==> config.mk <==
export PLATFORM = sky130hd
export DESIGN_NAME = alu_dispatch
export DESIGN_NICKNAME = d
export VERILOG_FILES = /design/src/rtl/alu_dispatch.sv
export SDC_FILE = /design/constraint.sdc
export NUM_CORES = 1
export LEC_CHECK = 0
export CAP_MARGIN = 20
export CORE_MARGIN = 2
export CORE_UTILIZATION = 34
export DETAILED_ROUTE_END_ITERATION = 7
export HOLD_SLACK_MARGIN = 0.1
export PLACE_DENSITY = 0.74
export SETUP_SLACK_MARGIN = 0.05
export SLEW_MARGIN = 20
export SYNTH_ARGS = -nofsm -noshare
export SYNTH_HDL_FRONTEND = slang
export SYNTH_SLANG_ARGS = --single-unit
==> constraint.sdc <==
create_clock -name clk -period 1.45 [get_ports clk]
set_input_delay 0.29 -clock clk [delete_from_list [all_inputs] [get_ports clk]]
set_output_delay 0.29 -clock clk [all_outputs]
set_load 0.05 [all_outputs]
==> src/rtl/alu_dispatch.sv <==
// alu_dispatch
// Issue-side dispatcher for the ALU. Accepts one operation per start/ready
// handshake, registers operands and sub-op for the execution units, decodes
// the op class into a one-hot unit select and sequences the multi-cycle
// muldiv unit through its valid return. Completion is a one-cycle done_out
// pulse aligned with the cycle in which the selected unit result is valid.
//
// Optional feature macro: ALU_DISPATCH_TIMEOUT_EN
//   defined   : muldiv wait counter and MD_WAIT -> ERR timeout are built in
//   undefined : MD_WAIT waits indefinitely; err_out flags illegal ops only
//
// Ports
//   clk              in   rising-edge clock
//   rst              in   synchronous active-high reset
//   start_in         in   request, accepted only while ready_out = 1
//   op_in            in   opcode [op_wl-1:op_wl-2] class, rest sub-op
//   a_in, b_in       in   operands, sampled on accept
//   ready_out        out  idle, can accept
//   a_out, b_out     out  registered operands to all units
//   func_out         out  registered sub-op to all units
//   active_vec       out  one-hot unit select (arith, logic, shift, muldiv)
//   muldiv_start_out out  one-cycle muldiv launch pulse
//   valid_in_muldiv  in   muldiv result ready
//   done_out         out  one-cycle completion pulse
//   err_out          out  one-cycle error pulse, coincident with done_out
//
// All outputs are registered; they are loaded from the decode of the next
// state so they line up with the state they belong to.

module alu_dispatch #(
    parameter int data_wl    = 16,
    parameter int op_wl      = 8,
    parameter int md_timeout = 64
) (
    input  logic                clk,
    input  logic                rst,
    input  logic                start_in,
    input  logic [op_wl-1:0]    op_in,
    input  logic [data_wl-1:0]  a_in,
    input  logic [data_wl-1:0]  b_in,
    output logic                ready_out,
    output logic [data_wl-1:0]  a_out,
    output logic [data_wl-1:0]  b_out,
    output logic [op_wl-3:0]    func_out,
    output logic [3:0]          active_vec,
    output logic                muldiv_start_out,
    input  logic                valid_in_muldiv,
    output logic                done_out,
    output logic                err_out
);

    // The wait counter needs at least two values to be meaningful.
    if (md_timeout < 2) begin : g_param_check
        $error("alu_dispatch: md_timeout must be at least 2");
    end

    typedef enum logic [2:0] {
        S_IDLE     = 3'd0,
        S_EXEC     = 3'd1,
        S_MD_START = 3'd2,
        S_MD_WAIT  = 3'd3,
        S_MD_DONE  = 3'd4,
        S_ERR      = 3'd5
    } state_t;

    localparam logic [1:0] CLS_MULDIV = 2'b11;

    state_t      state_r;
    state_t      state_s;
    logic [1:0]  cls_r;
    logic [1:0]  cls_s;
    logic        accept_s;
    logic        illegal_s;
    logic [3:0]  active_s;
    logic        done_s;
    logic        err_s;
    logic        md_start_s;
    logic        ready_s;

`ifdef ALU_DISPATCH_TIMEOUT_EN
    localparam int CNT_W = $clog2(md_timeout);
    localparam logic [CNT_W-1:0] CNT_MAX = CNT_W'(md_timeout - 1);

    logic [CNT_W-1:0] cnt_r;
    logic [CNT_W-1:0] cnt_s;
`endif

    // Only four muldiv sub-ops exist: sub-op bits above [1:0] must be zero.
    always_comb begin
        illegal_s = 1'b0;
        if ((op_in[op_wl-1:op_wl-2] == CLS_MULDIV) &&
            (op_in[op_wl-3:2] != {(op_wl-4){1'b0}})) begin
            illegal_s = 1'b1;
        end else begin
            illegal_s = 1'b0;
        end
    end

    // Next-state logic, accept decision and wait-counter update.
    always_comb begin
        state_s  = state_r;
        cls_s    = cls_r;
        accept_s = 1'b0;
`ifdef ALU_DISPATCH_TIMEOUT_EN
        cnt_s    = cnt_r;
`endif
        case (state_r)
            S_IDLE: begin
                if (start_in) begin
                    accept_s = 1'b1;
                    cls_s    = op_in[op_wl-1:op_wl-2];
                    if (illegal_s) begin
                        state_s = S_ERR;
                    end else if (op_in[op_wl-1:op_wl-2] == CLS_MULDIV) begin
                        state_s = S_MD_START;
                    end else begin
                        state_s = S_EXEC;
                    end
                end else begin
                    state_s = S_IDLE;
                end
            end
            S_EXEC: begin
                state_s = S_IDLE;
            end
            S_MD_START: begin
`ifdef ALU_DISPATCH_TIMEOUT_EN
                cnt_s = '0;
`endif
                state_s = S_MD_WAIT;
            end
            S_MD_WAIT: begin
                // A valid arriving on the timeout cycle still completes normally.
                if (valid_in_muldiv) begin
                    state_s = S_MD_DONE;
`ifdef ALU_DISPATCH_TIMEOUT_EN
                end else if (cnt_r == CNT_MAX) begin
                    state_s = S_ERR;
                end else begin
                    cnt_s   = cnt_r + {{(CNT_W-1){1'b0}}, 1'b1};
                    state_s = S_MD_WAIT;
                end
`else
                end else begin
                    state_s = S_MD_WAIT;
                end
`endif
            end
            S_MD_DONE: begin
                state_s = S_IDLE;
            end
            S_ERR: begin
                state_s = S_IDLE;
            end
            default: begin
                state_s = S_IDLE;
            end
        endcase
    end

    // Output decode of the next state, registered below.
    always_comb begin
        active_s   = 4'b0000;
        done_s     = 1'b0;
        err_s      = 1'b0;
        md_start_s = 1'b0;
        ready_s    = 1'b0;
        case (state_s)
            S_IDLE: begin
                ready_s = 1'b1;
            end
            S_EXEC: begin
                active_s = 4'(4'b0001 << cls_s);
                done_s   = 1'b1;
            end
            S_MD_START: begin
                active_s   = 4'b1000;
                md_start_s = 1'b1;
            end
            S_MD_WAIT: begin
                active_s = 4'b1000;
            end
            S_MD_DONE: begin
                active_s = 4'b1000;
                done_s   = 1'b1;
            end
            S_ERR: begin
                done_s = 1'b1;
                err_s  = 1'b1;
            end
            default: begin
                active_s = 4'b0000;
            end
        endcase
    end

    // State, operand and output registers.
    always_ff @(posedge clk) begin
        if (rst) begin
            state_r          <= S_IDLE;
            cls_r            <= 2'b00;
            a_out            <= '0;
            b_out            <= '0;
            func_out         <= '0;
            active_vec       <= 4'b0000;
            muldiv_start_out <= 1'b0;
            done_out         <= 1'b0;
            err_out          <= 1'b0;
            ready_out        <= 1'b1;
        end else begin
            state_r          <= state_s;
            cls_r            <= cls_s;
            active_vec       <= active_s;
            muldiv_start_out <= md_start_s;
            done_out         <= done_s;
            err_out          <= err_s;
            ready_out        <= ready_s;
            if (accept_s) begin
                a_out    <= a_in;
                b_out    <= b_in;
                func_out <= op_in[op_wl-3:0];
            end else begin
                a_out    <= a_out;
                b_out    <= b_out;
                func_out <= func_out;
            end
        end
    end

`ifdef ALU_DISPATCH_TIMEOUT_EN
    // Muldiv wait counter.
    always_ff @(posedge clk) begin
        if (rst) begin
            cnt_r <= '0;
        end else begin
            cnt_r <= cnt_s;
        end
    end
`endif

endmodule

Word-level counts from Yosys, hierarchy flattened
Index checks and enable logic that the tools add are counted.

Register bits after elaboration: 51. Memories kept: 0. Latch bits: 0. Bits in writable memories: 0. Word-level logic and storage cells: 40. ROM bits: 0.

$lt $le $gt $ge: 0. Muxes and demuxes: 15. Div/mod/pow operators: 0. Bitwise logic cells: 0. Reduce and logical (&&, ||, !) cells: 6. Shift operators: 1. Equality and inequality tests: 8. Multipliers: 0. Add/subtract/negate cells: 0.

Operators by type and width (number): 3-bit by 2-bit == test with 1-bit output, second input constant (4); 3-bit two-way mux (3); 3-bit one-hot mux with 3 select lines (1); 4-bit one-hot mux with 2 select lines (1); 1-bit two-way mux (7); 3-bit == test, second input constant (2); 3-bit logical NOT (2); 2-bit two-way mux (3); 3-bit OR reduction (2); 4-bit nonzero test (1); 1-bit by 2-bit left shift with 4-bit output, first input constant (1); 3-bit by 1-bit == test with 1-bit output, second input constant (1); 2-bit == test, second input constant (1); 1-bit logical AND (1).

Logic depth before layout (Yosys ltp)
Gate-level depths: netlist of the first run.

Word-level depth: 9. Gate-level depth with buffers: 5.

Worst setup path before layout of the first run
OpenSTA, ideal clock, no wires.

Path kind: reg-to-reg. Start point: register state_r[1]. End point: register done_out. Data required time: 1.334 ns. Arrival time: 1.489 ns. Cell stages (with the launch flop): 5. Buffers on the path: 1. Setup slack: -0.154 ns. Path through: dfxtp_1 > or4b_1 > buf_2 > or3_4 > and3b_1.

Longest elaborated chain between the ends: 5. Elaborated cells between the ends (all ways): 9. Those cells by class: eq/ne (5); mux (2); reduce/logical (2).

RTL lines: start, declared (line 68) `state_t state_r;`; start signal, assigned (line 211) `state_r <= state_s;`; 3-bit by 2-bit == test with 1-bit output or 3-bit logical NOT (tied branches) (line 107) `case (state_r)`; 3-bit one-hot mux with 3 select lines (*) (line 107); 3-bit == test or 3-bit by 1-bit == test with 1-bit output (tied branches) (line 168) `case (state_s)`; 3-bit OR reduction (no line) (*); 1-bit two-way mux (*) (line 168); end signal, assigned (line 215) `done_out <= done_s;`; end, declared (line 48) `output logic done_out,`.

Mark *: on every way between the ends. The rest lies on a longest branch, timed or not. A chain may end at the register's enable or synchronous reset.

Worst setup path in the final report of the first run
Start point: register state_r[2]. End point: register done_out.

The elaborated chain is that of the path after synthesis.

==> reports/qor.yml, run 1 <==
path_clk_slew_ns: 0.08
start_util_pct: 35.1
hold_path_class: "in2reg"
tritoncts: "yes"
dieWidth_um: 73.9
startpoint_type: "register"
synth_compound_area_share_pct: 13.7
power.density_mw_per_mm2: 958
max-cap-violations: 0
cts.sinks: 49
p_int_mw: 2.24
finalNetCount: 343
drtPass1Iterations: 4
layout_setup_ws_ns: -0.0248
setup_viol: 1
end_kind: "register"
arrival_ns: 1.66
period_share_pct: 102
synth_xor_area_share_pct: 0
multi_input_area_sq_um: 652
fmax_mhz: 678
vias: 1677
cts_max_path_buffers: 2
final_layout_size_suffix_gt1_share_pct: 25.7
utilization_pct: 70.0
io_pins: 90
place_inst: 355
h-tree-depth: 2
cts-root-buf: "clkbuf_8"
routed_wl_um: 4660
final_common_cell: "nand2_1"
r2r_slack_ns: -0.02
relSlewSlack_pct: 81.3
rsz0062_at_grt: "true"
leakagePower_nw: 1.31
slew_viol_final: 0
drt_iter0_drc: 33
cts_buffers: 5
avgSynthCellArea_sq_um: 8.34
grt_start_max_net_pins: 23
regArea_sq_um: 982
crit_start: "state_r[2]"
wl_per_cell_um: 12.7
final_cells: 367
whs_ns: 0.398
status: "finished with violations"
gr-total-overflow: 0
port-buffer-count: 89
crit_chain: "or4b_4 > or3_4 > and3b_1"
slowest_delay_ns: 0.54
die_area_sq_mm: 0.00545
mostFrequentLayoutCells: "nand2_1, dfxtp_1, buf_12"
core-area_sq_mm: 0.00472
netlist_instances: 199
power_mw: 3.17
holdPathStages: 3
ys_types: 19
syn_area_sq_mm: 0.00166
finalCriticalPeriod_ns: 1.47
switching_share_pct: 29.4
combPwrFrac_pct: 29.3
place_area_sq_mm: 0.00315
violations: "setup timing"
fin_area_sq_mm: 0.00331
cp_max_fo: 3
synth_top_family_by_area: "simple AND/OR/NAND/NOR gates"
fillCellCount: 373
ys_ff_latch: 49
vdd_ir_drop_max_mv: 0.799
grt_usage_pct: 17.4
post-route-drc-count: 0
worstSetupEndpoint: "done_out"
p_sw_mw: 0.931
yosysSeqAreaShare_pct: 59.1
grt_pass1_wl_um: 7230
postCtsHoldBufs: 0
ys.warnings.count: 0
via_per_inst: 4.57
die_height_um: 73.9
rr_endpoint: "done_out"
place.gp.congestion: 0.798
antenna_found_initial: 0
clock_latency_ns: 0.29
drtAntennaViolNets: 0
synthSimpleGateAreaFrac_pct: 24.0
fp-row-count: 25
worstRegToRegCells: 3
r2r_start: "state_r[2]"
tightest_slew_ns: 0.279
grt_pass1_vias: 1629
crit_slowest_cell: "or4b_4"
clkPwrFrac_pct: 23.5
finClkSkew_ns: 0.00490
critPathKind: "reg2reg"
hold_violations: 0
n_antenna_cell: 0
dp_slack_ns: -0.469
syn_to_final_growth_pct: 99.4
synthMuxAreaShare_pct: 0
synth-adder-area-share_pct: 0
synthesis.nets: 243
place_hpwl_um: 3400
seq_power_share_pct: 47.2
cp_data_required_time_ns: 1.64
setup_tns_ns: -0.0248
## worst max-delay path: cells and delay by family, from the launching register on
family	cells	cell delay, ns
and+or+nand+nor	3	1.05
DFF	1	0.32
## synthesized netlist by cell type
cell      instances  area share, %
buf_1             1           0.23
or4b_1            1           0.60
nor2_1            1           0.23
or3_4             1           0.68
dfxtp_1          49             59
o21ai_0           1           0.30
nand2_1          78             18
o32ai_1           1           0.53
nor3b_1           2           0.90
nand2b_1          3            1.1
and3b_1           1           0.53
nor3_1            2           0.60
a21oi_1          41             12
or4_1             1           0.45
nand3_1           1           0.30
nor4b_2           1           0.90
a21o_1            1           0.45
clkbuf_1         12            2.7
buf_2             1           0.30
## layout make-up
type	instances	share of cell area (%)
flip-flops and latches	49	29.7
repair buffers	107	45.7
multi-input cells	136	19.7
clock buffers	8	2.42
well taps	67	2.53
## repair_timing
action / CTS / global route
pin swaps: 3 / 1
gates resized for setup: 13 / 12
gates cloned: 0 / 3
hold endpoints to repair: 0 / 0
endpoints found under the setup margin: 39 / 39
setup buffers: 0 / 1
## power groups by stage
stage	Sequential, mW	Clock, mW	Combinational (mW)
5_1_grt	1.51	0.827	0.981
4_1_cts	1.50	0.778	0.905
2_1_floorplan	1.75	0	0.155
3_5_place_dp	1.53	0	0.896
6_report	1.50	0.744	0.929
3_3_place_gp	1.53	0	0.885
## sequential cells by signal, summed over array words and instances (netlist names)
name	count
a_out	16
active_vec	4
b_out	16
done_out	1
err_out	1
func_out	6
muldiv_start_out	1
ready_out	1
state_r	3
## routing by layer
metal	GRT usage [%]	wire, um	vias to the layer above
met2	30.4	2370	63
met1	19.8	1910	762
met4	6.06	51	0
met5	0	0	-
met3	5.35	333	5
li1	-	-	847
## how the worst min path moves through the flow
stage	slack (ns)	from	to
after global placement	0.48	func_out[4]	func_out[4]
after detailed placement	0.49	a_out[9]	a_out[9]
after CTS	0.37	op_in[2]	func_out[2]
final	0.40	op_in[2]	func_out[2]
after global routing	0.40	op_in[2]	func_out[2]
after floorplan	0.37	op_in[7]	active_vec[1]
## cells by family (layout without fill, tap and decap cells)
group,count (synthesis),after routing
buffers and inverters,14,115
AND/OR/NAND/NOR,92,92
AO/OA/AOI/OAI,44,44
flip-flops,49,49
Power figures use the tool's default switching activity.
==> run 2, diff against run 1 <==
--- a/config.mk
+++ b/config.mk
@@ -10,7 +10,7 @@
 export CORE_UTILIZATION = 34
 export DETAILED_ROUTE_END_ITERATION = 7
 export HOLD_SLACK_MARGIN = 0.1
-export PLACE_DENSITY = 0.74
+export PLACE_DENSITY_LB_ADDON = 0.08
 export SETUP_SLACK_MARGIN = 0.05
 export SLEW_MARGIN = 20
 export SYNTH_ARGS = -nofsm -noshare
==> reports/qor.yml, run 2 (synthesis results as in run 1) <==
die_area_sq_mm: 0.00545
leakagePower_nw: 1.31
post-route-drc-count: 0
fmax_mhz: 675
period_share_pct: 102
mostFrequentLayoutCells: "nand2_1, dfxtp_1, buf_12"
worst-path-stages: 3
r2r_slack_ns: -0.03
finalCriticalPeriod_ns: 1.48
crit_start: "state_r[1]"
tightest_slew_ns: 0.293
dieWidth_um: 73.9
port-buffer-count: 89
place_area_sq_mm: 0.00319
tritoncts: "yes"
rsz0062_at_grt: "true"
power.density_mw_per_mm2: 974
status: "finished with violations"
fp-row-count: 25
hold_path_class: "in2reg"
antenna_found_initial: 0
syn_to_final_growth_pct: 98.9
postCtsHoldBufs: 0
vias: 1680
cts.sinks: 49
drtPass1Iterations: 4
top_regs: "a_out (16), b_out (16), func_out (6)"
worstSetupEndpoint: "done_out"
final_layout_size_suffix_gt1_share_pct: 25.1
startpoint_type: "register"
drtAntennaViolNets: 0
n_antenna_cell: 0
crit_chain: "or4b_4 > or3_4 > and3b_1"
cts_buffers: 5
start_util_pct: 35.1
place_hpwl_um: 3430
grt_pass1_vias: 1514
setup_viol: 5
core-area_sq_mm: 0.00472
dp_slack_ns: -0.456
finalNetCount: 343
grt_start_max_net_pins: 19
cp_max_fo: 3
drt_iter0_drc: 78
gr-total-overflow: 0
die_height_um: 73.9
relSlewSlack_pct: 80.4
fin_area_sq_mm: 0.00330
slew_viol_final: 0
io_pins: 90
critPathKind: "reg2reg"
path_buf_inv: 0
h-tree-depth: 2
cts_max_path_buffers: 2
violations: "setup timing"
max-cap-violations: 0
power_mw: 3.21
cp_top_family: "simple AND/OR/NAND/NOR gates"
routed_wl_um: 4410
arrival_ns: 1.68
place_inst: 358
r2r_start: "state_r[1]"
wl_per_cell_um: 12.1
end_kind: "register"
place.gp.congestion: 0.712
slowest_delay_ns: 0.55
layout_setup_ws_ns: -0.0326
cp_data_required_time_ns: 1.65
worstRegToRegCells: 3
final_cells: 366
cts-root-buf: "clkbuf_8"
grt_pass1_wl_um: 7130
final_common_cell: "nand2_1"
vdd_ir_drop_max_mv: 0.664
via_per_inst: 4.59
grt_usage_pct: 17.1
crit_slowest_cell: "or4b_4"
finClkSkew_ns: 0.00391
clock_latency_ns: 0.30
hold_violations: 0
path_clk_slew_ns: 0.08
rr_endpoint: "done_out"
## run 2: per-stage QoR
step	setup TNS, ns	hold WS, ns	util (%)
finish	-0.0410	0.379	69.9
floorplan	-0.252	0.366	-
global placement	-17.19	0.479	67.5
CTS	-0.0370	0.373	69.5
global route	-0.890	0.389	69.9
detailed placement	-17.45	0.483	67.5
## run 2: worst min path at each step
stage | startpoint | slack (ns) | depth (start not counted) | endpoint
2_1_floorplan | op_in[7] | 0.37 | 1 | active_vec[1]
3_3_place_gp | b_out[4] | 0.48 | 2 | b_out[4]
3_5_place_dp | b_out[4] | 0.48 | 2 | b_out[4]
4_1_cts | op_in[5] | 0.37 | 3 | func_out[5]
5_1_grt | op_in[5] | 0.39 | 3 | func_out[5]
6_report | op_in[5] | 0.38 | 3 | func_out[5]
## run 2: repair_timing
item	in CTS	in global routing
buffers inserted	0	1
pin swaps	2	0
setup endpoints to repair	44	45
resized for setup	8	3
## run 2: report_power, final
part           leakage [nW]  internal [mW]  switching [mW]
clock                0.0443          0.379           0.424
combinational         0.865          0.469           0.445
sequential            0.402           1.42          0.0751
## run 2: layout make-up
class | count | area, sq um
clock buffers | 7 | 86.3
fillers | 370 | 1420
well taps | 67 | 83.8
repair buffers | 107 | 1500
flip-flops and latches | 49 | 981
multi-input cells | 136 | 646
## run 2: per-layer routing
metal	track usage (%)	routed length, um	vias up	part of all wire, %
met2	26.8	2140	61	49
met4	6.06	63	0	1.4
met5	0	0	-	0
li1	-	-	845	-
met1	20.8	1800	767	41
met3	7.82	403	7	9.1
## run 2: worst reg2reg max path: cells and delay by family (launching register included)
family        cells  cell delay [ns]
flops             1             0.32
simple gates      3             1.06
==> run 3, diff against run 2 <==
--- a/config.mk
+++ b/config.mk
@@ -7,7 +7,7 @@
 export LEC_CHECK = 0
 export CAP_MARGIN = 20
 export CORE_MARGIN = 2
-export CORE_UTILIZATION = 34
+export CORE_UTILIZATION = 38
 export DETAILED_ROUTE_END_ITERATION = 7
 export HOLD_SLACK_MARGIN = 0.1
 export PLACE_DENSITY_LB_ADDON = 0.08
==> constraint.sdc (replaced) <==
create_clock -name clk -period 1.4 [get_ports clk]
set_input_delay 0.28 -clock clk [delete_from_list [all_inputs] [get_ports clk]]
set_output_delay 0.28 -clock clk [all_outputs]
set_load 0.05 [all_outputs]
==> reports/qor.yml, run 3 (synthesis results as in run 1) <==
fin_area_sq_mm: 0.00337
crit_slowest_cell: "or4b_4"
drtAntennaViolNets: 0
place_inst: 343
vdd_ir_drop_max_mv: 0.921
period_share_pct: 107
startpoint_type: "register"
port-buffer-count: 89
hold_violations: 0
mostFrequentLayoutCells: "nand2_1, dfxtp_1, buf_12"
finalNetCount: 343
cp_data_required_time_ns: 1.62
grt_usage_pct: 18.8
fp-row-count: 24
power_mw: 3.57
switching_share_pct: 28.4
seq_power_share_pct: 43.6
via_per_inst: 4.77
n_antenna_cell: 0
leakagePower_nw: 1.35
start_util_pct: 38.9
hold_path_class: "in2reg"
relSlewSlack_pct: 81.3
final_layout_size_suffix_gt1_share_pct: 29.3
finClkSkew_ns: 0.00328
slew_viol_final: 0
cts-root-buf: "clkbuf_8"
crit_chain: "or4b_4 > or3_4 > a21oi_1"
syn_to_final_growth_pct: 103
path_buf_inv: 0
path_clk_slew_ns: 0.09
post-route-drc-count: 0
max-cap-violations: 0
cts.sinks: 49
cp_max_fo: 3
die_height_um: 70.1
setup_viol: 41
tightest_slew_ns: 0.279
tritoncts: "yes"
final_common_cell: "nand2_1"
rsz0062_at_grt: "true"
place.gp.congestion: 0.746
core-area_sq_mm: 0.00426
grt_pass1_wl_um: 7330
h-tree-depth: 2
cp_top_family: "simple AND/OR/NAND/NOR gates"
place_area_sq_mm: 0.00317
fmax_mhz: 670
top_regs: "a_out (16), b_out (16), func_out (6)"
place_hpwl_um: 3330
wl_per_cell_um: 12.9
cts_max_path_buffers: 2
die_area_sq_mm: 0.00491
final_cells: 352
layout_setup_ws_ns: -0.0914
dieWidth_um: 70.1
finalCriticalPeriod_ns: 1.49
clock_latency_ns: 0.30
status: "finished with violations"
gr-total-overflow: 0
end_kind: "register"
antenna_found_initial: 0
vias: 1678
clkPwrFrac_pct: 29.3
routed_wl_um: 4550
grt_pass1_vias: 1738
grt_start_max_net_pins: 24
p_int_mw: 2.55
critPathKind: "reg2reg"
combPwrFrac_pct: 27.2
slowest_delay_ns: 0.54
power.density_mw_per_mm2: 1060
dp_slack_ns: -0.522
drt_iter0_drc: 53
p_sw_mw: 1.01
cts_buffers: 5
io_pins: 90
violations: "setup timing"
drtPass1Iterations: 4
setup_tns_ns: -1.45
arrival_ns: 1.71
run 3: cell count changes in the layout (fill, tap and decap cells not counted), sizes merged:
cell | previous run | this run
dlymetal6s2s | 0 | 1
bufinv | 0 | 1
dlygate4sd2 | 5 | 4
clkbuf | 7 | 6
clkinvlp | 0 | 1
run 3: final cells by class:
| cell class | count | area [sq um] |
|---|---|---|
| repair buffers | 107 | 1520 |
| multi-input cells | 136 | 683 |
| fillers | 283 | 890 |
| clock inverters | 2 | 37.5 |
| flip-flops and latches | 49 | 983 |
| well taps | 52 | 65.1 |
| clock buffers | 6 | 82.6 |
run 3: stage by stage:
stage,util (%),hold slack [ns]
floorplan,-,0.356
global placement,74.4,0.479
detailed placement,74.4,0.483
CTS,77.9,0.351
global route,79.1,0.292
finish,79.1,0.274
run 3: layer usage:
metal | routed length, um | part of all wire [%] | track usage, %
met4 | 44 | 0.97 | 7.05
met3 | 289 | 6.3 | 6.35
met2 | 2380 | 52 | 34.0
met5 | 0 | 0 | 0
met1 | 1840 | 40 | 20.3
run 3: what timing repair did:
| action | CTS | global route |
|---|---|---|
| endpoints found under the setup margin | 46 | 48 |
| gates resized for setup | 13 | 15 |
| hold buffers | 0 | 0 |
| buffers inserted | 0 | 1 |
| pin swaps | 3 | 3 |
run 3: power groups by stage:
stage          clock network (mW)  registers, mW  logic (mW)
2_1_floorplan                   0           1.81       0.166
3_3_place_gp                    0           1.58       0.937
3_5_place_dp                    0           1.59       0.945
4_1_cts                      1.08           1.55       0.959
5_1_grt                      1.13           1.56        1.02
6_report                     1.04           1.55       0.969
run 3: final timing paths:
path | from | end | slack (ns) | cells past startpoint
worst min register to register | func_out[5] | func_out[5] | 0.50 | 2
worst max-delay path | state_r[1] | active_vec[3] | -0.09 | 3
worst max register to register | state_r[1] | active_vec[3] | -0.09 | 3
worst min-delay path | op_in[5] | func_out[5] | 0.27 | 3
run 3: worst min-delay path, stage by stage:
cell and delay [ns]:
dlymetal6s2s_1 0.14, nand2_1 0.06, a21oi_1 0.05
